**src/rtl/line_editor.sv**
```systemverilog
// line_editor: edited line-at-a-time echo between rxuart and txuart; define LINE_EDITOR_CRLF_EN for a CR,LF terminator
module line_editor #(
    parameter int LGLEN    = 7,
    parameter int LINE_MAX = 80
) (
    input  logic           i_clk,
    input  logic           i_reset,
    input  logic           i_rx_stb,
    input  logic [7:0]     i_rx_data,
    output logic           o_tx_stb,
    output logic [7:0]     o_tx_data,
    input  logic           i_tx_busy,
    output logic [LGLEN:0] o_line_len,
    output logic           o_busy,
    output logic           o_overflow
);
`ifdef LINE_EDITOR_CRLF_EN
    localparam logic CRLF = 1'b1;
`else
    localparam logic CRLF = 1'b0;
`endif
    localparam logic [LGLEN:0] LMAX = (LGLEN + 1)'(LINE_MAX);
    localparam logic [LGLEN:0] ONE  = (LGLEN + 1)'(1);

    typedef enum logic {COLLECT, FLUSH} state_t;

    state_t         state_q, state_d;
    logic [LGLEN:0] len_q, len_d, rd_q, rd_d;
    logic           stb_q, stb_d, ovf_q, ovf_d, cr_q, cr_d, wr_en;
    logic [7:0]     data_q, data_d;
    logic [7:0]     mem [2**LGLEN];
    logic           is_eol, is_del, is_prn, at_end, last;
    logic [7:0]     term;

    assign is_eol = i_rx_data == 8'h0D || i_rx_data == 8'h0A;
    assign is_del = i_rx_data == 8'h08 || i_rx_data == 8'h7F;
    assign is_prn = i_rx_data >= 8'h20 && i_rx_data <= 8'h7E;
    assign at_end = rd_q == len_q;
    assign term   = (CRLF && !cr_q) ? 8'h0D : 8'h0A;
    assign last   = !CRLF || cr_q;

    // Next state: edit the line in COLLECT; fetch/present/accept handshake per byte in FLUSH
    always_comb begin
        state_d = state_q;
        len_d   = len_q;
        rd_d    = rd_q;
        stb_d   = stb_q;
        data_d  = data_q;
        ovf_d   = ovf_q;
        cr_d    = cr_q;
        wr_en   = 1'b0;
        if (state_q == COLLECT) begin
            rd_d = '0;
            cr_d = 1'b0;
            if (i_rx_stb && is_eol && len_q != '0) begin
                state_d = FLUSH;
            end else if (i_rx_stb && is_del && len_q != '0) begin
                len_d = len_q - ONE;
            end else if (i_rx_stb && is_prn) begin
                wr_en = 1'b1;
                len_d = len_q + ONE;
                state_d = (len_d == LMAX) ? FLUSH : COLLECT;
            end
        end else begin
            ovf_d = ovf_q | i_rx_stb;
            if (!stb_q) begin
                stb_d  = 1'b1;
                data_d = at_end ? term : mem[rd_q[LGLEN-1:0]];
            end else if (!i_tx_busy) begin
                stb_d = 1'b0;
                if (!at_end) begin
                    rd_d = rd_q + ONE;
                end else if (!last) begin
                    cr_d = 1'b1;
                end else begin
                    state_d = COLLECT;
                    len_d   = '0;
                end
            end
        end
    end

    // State and output registers, cleared asynchronously so reset aborts a flush at once
    always_ff @(posedge i_clk or posedge i_reset) begin
        if (i_reset) begin
            state_q <= COLLECT;
            len_q   <= '0;
            rd_q    <= '0;
            stb_q   <= 1'b0;
            data_q  <= 8'h00;
            ovf_q   <= 1'b0;
            cr_q    <= 1'b0;
        end else begin
            state_q <= state_d;
            len_q   <= len_d;
            rd_q    <= rd_d;
            stb_q   <= stb_d;
            data_q  <= data_d;
            ovf_q   <= ovf_d;
            cr_q    <= cr_d;
        end
    end

    // Line buffer write port; the index never exceeds LINE_MAX-1 thanks to auto-flush
    always_ff @(posedge i_clk) begin
        if (wr_en) mem[len_q[LGLEN-1:0]] <= i_rx_data;
    end

    assign o_tx_stb   = stb_q;
    assign o_tx_data  = data_q;
    assign o_line_len = len_q;
    assign o_busy     = state_q == FLUSH;
    assign o_overflow = ovf_q;
endmodule

```
**config.mk**
```make
export PLATFORM = sky130hd
export DESIGN_NAME = line_editor
export DESIGN_NICKNAME = d
export VERILOG_FILES = /design/src/rtl/line_editor.sv
export SDC_FILE = /design/constraint.sdc
export NUM_CORES = 1
export LEC_CHECK = 0
export CORE_MARGIN = 4
export CORE_UTILIZATION = 51
export CTS_CLUSTER_DIAMETER = 80
export DETAILED_ROUTE_END_ITERATION = 10
export HOLD_SLACK_MARGIN = 0.03
export PLACE_DENSITY = 0.79
export SLEW_MARGIN = 40
export SYNTH_ARGS = -nofsm -noshare
export SYNTH_HDL_FRONTEND = slang
export SYNTH_SLANG_ARGS = --single-unit
```
**constraint.sdc**
```tcl
create_clock -name i_clk -period 7 [get_ports i_clk]
set_clock_uncertainty 0.05 [all_clocks]
set_input_delay 1.4 -clock i_clk [delete_from_list [all_inputs] [get_ports i_clk]]
set_output_delay 1.4 -clock i_clk [all_outputs]
set_load 0.01 [all_outputs]
```
==> reports/results.tsv, run 1 <==
metric	value	unit
Root Buffer Master	clkbuf_16	
vias after detailed routing	21915	
peak supply drop	198	uV
Yosys cell types	62	
Final ANT Viol Nets	0	
initial antenna violation count	2	
hold path depth	1	
Mapped Nets	2080	
Num CTS Buffers	97	
crit path capture type	register	
RSZ-0062 raised after global routing	no	
Ys Warns	0	
dpl cell area	0.0427	sq mm
first-pass iteration count of the detailed router	6	
Post-synth top cells	edfxtp_1, mux4_2, nor2_1	
GRT Total Usage	24.8	%
Post-CTS Setup Repair Bufs	0	
total wire length	107000	um
Pwr Density	308	mW/mm^2
Post-Synthesis Cells	2064	
Max Cap Viol	0	
clk buf depth	3	
min-delay src	o_overflow	
most common cell in the netlist	edfxtp_1	
Critical Path Fanout Max	9	
Setup Crit Path Kind	primary input to register	
post-synthesis sequential area ratio	76.0	%
fmax	223	MHz
# IOs	31	
CP bufs+invs	2	
Hold-fix buffers, CTS	0	
Yosys top cell by area	edfxtp_1	
post-synth top area share	74.4	%
worst path arrival time	4.72	ns
worst-path cell chain	clkdlybuf4s50_1 -> or4b_1 -> nor2b_2 -> nand2_1 -> buf_4 -> nor2_1	
IO Port Bufs	30	
Final HPWL DP	63500	um
DIE WIDTH	293	um
Static Leak	14.0	nW
GP Congestion	0.951	
die span in y	293	um
setup slack, reg-to-reg	2.90	ns
worst skew pair latency	0.65	ns
share of the clock period used by the worst path	64.0	%
total congestion overflow	0	
initial drt markers	3655	
R2R Path Start	o_line_len[4]	
ys flop type	edfxtp_1	
Initial Utilization	51.4	%
layout cells sized above 1	20.8	%
CP Launch Type	primary input	
first-pass GRT wire length	155000	um
FP Rows	104	
worst slew pin tran	0.985	ns
Vias/cell	6.73	
CTS H-tree depth	3	
FF-to-FF path depth	7	
ANT cells	0	
worst r2r dst	mem[56][3]	
CP max-delay cell	or4b_1	
Min-Delay Path Class	register to register	
Crit path largest cell delay	0.64	ns
die area	0.0857	sq mm
CTS resizes	0	
final setup fails	0	
Nets	2129	
largest net degree at the start of global routing	144	
CTS Sinks	1051	
share of async-settable or async-resettable flops after synthesis	2.57	%
Routed WL per cell	32.8	um
Final Critical Period	4.48	ns
Final Hold Viols	0	
Layout area overhead	12.0	%
Relative slew margins	33.7	%
post-synthesis area per instance	20.0	sq um
clock-pin slew on the worst setup and hold paths	0.06	ns
CTS tree	built	
core box area	0.0804	sq mm
Final Util	57.6	%
Post-Route Setup TNS	0	ns
vias in the first global route	21565	
Syn Std Cell Area	0.0414	sq mm
end of the worst hold path	o_overflow	
status	finished, final reports clean	
drc violations	0	
#FFs+latches synth	1051	
Slew Viols, Final	0	
cell family with the largest share of critical-path delay	simple AND/OR/NAND/NOR gates	
Synth area leaders	edfxtp_1, mux4_2, mux2i_1	
Final Cell Area	0.0463	sq mm
Crit path required time	7.24	ns
Post-synth EDFFs	1024	
[sequential cells by signal (all words and copies together), names as in the netlist]
name / count
rd_q: 8
o_tx_stb: 1
o_tx_data: 8
mem: 1024
o_overflow: 1
o_line_len: 8
o_busy: 1
[kinds of logic (layout without fill, tap and decap cells)]
group / after synthesis / in the layout / share of synthesized area (%)
multiplexers: 318 / 318 / 14.5
buffers and inverters: 131 / 264 / 1.74
XOR/XNOR: 16 / 16 / 0.339
AND/OR/NAND/NOR: 334 / 334 / 3.76
flip-flops: 1051 / 1051 / 76.0
AO/OA/AOI/OAI: 210 / 210 / 3.59
adder cells (fa/ha/maj): 4 / 4 / 0.121
[cell type report]
type,instances,area [sq um]
clock inverter,74,1020
sequential,1051,31400
multi-input combinational,882,9260
inverter,8,30.0
tap,1060,1330
timing repair buffer,73,757
fill,5544,34100
clock buffer,109,2490
[worst register-to-register path, stage by stage, from the launching register on]
cell and delay (ns):
dfrtp_1 0.60, nor2_1 0.53, a41oi_1 0.24, a31oi_1 0.23, nor2b_2 0.50, nand2_1 0.59
buf_4 0.41, nor2_1 0.60
[per-layer routing]
| metal | up-vias | track usage (%) | wire length [um] |
|---|---|---|---|
| li1 | 8615 | - | - |
| met1 | 11092 | 35.3 | 38200 |
| met2 | 1903 | 37.8 | 49800 |
| met3 | 301 | 6.30 | 14500 |
| met4 | 4 | 9.00 | 4270 |
| met5 | - | 0 | 33 |
[power breakdown]
part / internal (mW) / leakage [nW] / switching (mW)
Sequential: 6.95 / 9.55 / 0.126
Clock: 3.46 / 1.70 / 2.33
Combinational: 0.607 / 2.75 / 0.802
Total: 11.0 / 14.0 / 3.26
[stage by stage]
step	total power, mW	std cells	hold slack [ns]	worst slack [ns]
2_1_floorplan	8.11	2064	0.443	3.35
3_3_place_gp	8.54	3068	0.404	1.80
3_5_place_dp	8.57	3071	0.405	1.58
4_1_cts	14.3	3254	0.419	2.26
5_1_grt	14.7	3257	0.442	2.41
6_report	14.3	3257	0.412	2.52
[worst max-delay path by stage]
stage	startpoint	endpoint	slack, ns	cells after the start
2_1_floorplan	i_rx_data[4]	mem[52][0]	3.35	9
3_3_place_gp	i_rx_stb	mem[56][3]	1.80	6
3_5_place_dp	i_rx_stb	mem[56][1]	1.58	6
4_1_cts	i_rx_stb	mem[56][0]	2.26	6
5_1_grt	i_rx_stb	mem[56][0]	2.41	6
6_report	i_rx_stb	mem[56][3]	2.52	6
[placed cells by master (no fill, tap or decap), types with 6 or more instances in the layout]
master and count:
a21oi_1 43, a221oi_1 14, a22o_1 15, a22oi_1 86, a31oi_1 7, buf_12 6
buf_4 37, bufinv_16 24, clkbuf_1 11, clkbuf_16 98, clkdlybuf4s50_1 22, clkinv_1 19
clkinv_2 14, clkinvlp_4 7, dfrtp_1 25, edfxtp_1 1024, inv_1 7, mux2i_1 92
mux4_2 223, nand2_1 51, nand3_1 29, nand4_1 13, nand4_2 6, nor2_1 165
nor2b_1 10, nor3_1 14, nor4_1 6, o21ai_0 8, o22ai_1 18, xnor2_1 11
(Power assumes the default switching activity.)
==> inputs of run 2 (changes only) <==
Clock period 7 ns to 4.4 ns, I/O delays scaled along.
==> run 2 against run 1 <==
Worst setup slack lost 1.6 ns. Utilization grew 0.19 points. Critical path depth is the same. Largest cell class unchanged. Highest routed layer unchanged.
==> reports/results.tsv, run 2 (synthesis results as in run 1) <==
metric	value	unit
DIE WIDTH	293	um
total wire length	102000	um
vias in the first global route	21850	
Final Critical Period	3.49	ns
Post-Route Setup TNS	0	ns
Final HPWL DP	62600	um
CP bufs+invs	1	
CTS tree	built	
Post-CTS Setup Repair Bufs	0	
die span in y	293	um
Pwr Density	475	mW/mm^2
Final Hold Viols	0	
clk buf depth	3	
# IOs	31	
share of the clock period used by the worst path	79.3	%
RSZ-0062 raised after global routing	no	
Final Util	57.8	%
core box area	0.0804	sq mm
FF-to-FF path depth	6	
drc violations	0	
min-delay src	o_overflow	
Setup Crit Path Kind	register to register	
vias after detailed routing	21820	
Routed WL per cell	30.9	um
worst-path cell chain	buf_12 -> mux4_2 -> a22oi_1 -> a21oi_1 -> nor4_2 -> o22ai_1	
Hold-fix buffers, CTS	0	
peak supply drop	310	uV
Num CTS Buffers	93	
IO Port Bufs	30	
Crit path required time	4.83	ns
final setup fails	0	
worst r2r dst	o_tx_data[2]	
fmax	287	MHz
Crit path largest cell delay	0.96	ns
Min-Delay Path Class	register to register	
die area	0.0857	sq mm
Layout area overhead	12.4	%
end of the worst hold path	o_overflow	
most frequent cells in the layout	edfxtp_1, mux4_2, nor2_1	
layout cells sized above 1	22.7	%
CTS H-tree depth	3	
crit path capture type	register	
total congestion overflow	0	
CTS Sinks	1051	
worst skew pair latency	0.64	ns
FP Rows	104	
worst slew pin tran	0.888	ns
worst path arrival time	3.91	ns
first-pass GRT wire length	151000	um
ANT cells	0	
GP Congestion	0.957	
clock-pin slew on the worst setup and hold paths	0.07	ns
R2R Path Start	rd_q[0]	
GRT Total Usage	23.8	%
Relative slew margins	40.7	%
first-pass iteration count of the detailed router	8	
Fill cells	5480	
most common cell after layout, fill and taps aside	edfxtp_1	
Max Cap Viol	0	
Initial Utilization	51.4	%
Static Leak	14.1	nW
max reg flops	1024	
setup slack, reg-to-reg	0.91	ns
Root Buffer Master	clkbuf_16	
CTS resizes	0	
cell family with the largest share of critical-path delay	flip-flops	
initial antenna violation count	2	
hold path depth	1	
Critical Path Start	rd_q[0]	
CP Launch Type	register	
initial drt markers	3585	
Final ANT Viol Nets	0	
Vias/cell	6.61	
largest net degree at the start of global routing	107	
Critical Path Fanout Max	34	
status	finished, final reports clean	
Nets	2182	
Slew Viols, Final	0	
CP max-delay cell	dfrtp_4	
## run 2: layout make-up
class                      instances  area [sq um]  share of cell area (%)
clock buffer                     109          2430                    5.23
tap                             1060          1330                    2.85
multi-input combinational        882          9270                    19.9
timing repair buffer             130          1240                    2.68
inverter                           8          30.0                  0.0646
clock inverter                    62           748                    1.61
sequential                      1051         31400                    67.6
## run 2: worst max path at each step
| stage | end | cells after the start |
|---|---|---|
| 2_1_floorplan | mem[52][0] | 9 |
| 3_3_place_gp | mem[121][6] | 7 |
| 3_5_place_dp | mem[118][5] | 7 |
| 4_1_cts | o_tx_data[2] | 6 |
| 5_1_grt | o_tx_data[1] | 8 |
| 6_report | o_tx_data[2] | 6 |
## run 2: per-layer routing
| layer | share of wire [%] | GRT usage (%) | vias to the layer above |
|---|---|---|---|
| met5 | 0.013 | 0 | - |
| met4 | 4.4 | 9.13 | 2 |
| met3 | 13 | 6.19 | 307 |
| met2 | 46 | 36.5 | 1732 |
| met1 | 36 | 33.4 | 11076 |
| li1 | - | - | 8703 |
## run 2: report_power, final
| part | internal, mW | total [mW] | switching [mW] |
|---|---|---|---|
| combinational | 1.03 | 2.32 | 1.29 |
| sequential | 11.1 | 11.3 | 0.208 |
| clock | 4.91 | 8.49 | 3.58 |
## run 2: stage by stage
stage	instance area (sq um)	instances	power [mW]	hold slack [ns]	setup WS (ns)
detailed placement	43200	3130	13.7	0.412	0.485
global placement	43100	3126	13.7	0.401	0.554
finish	46500	3302	22.1	0.415	0.912
global route	46500	3302	22.7	0.443	0.733
CTS	46400	3301	22.1	0.426	0.871
floorplan	41400	2064	12.9	0.443	1.27
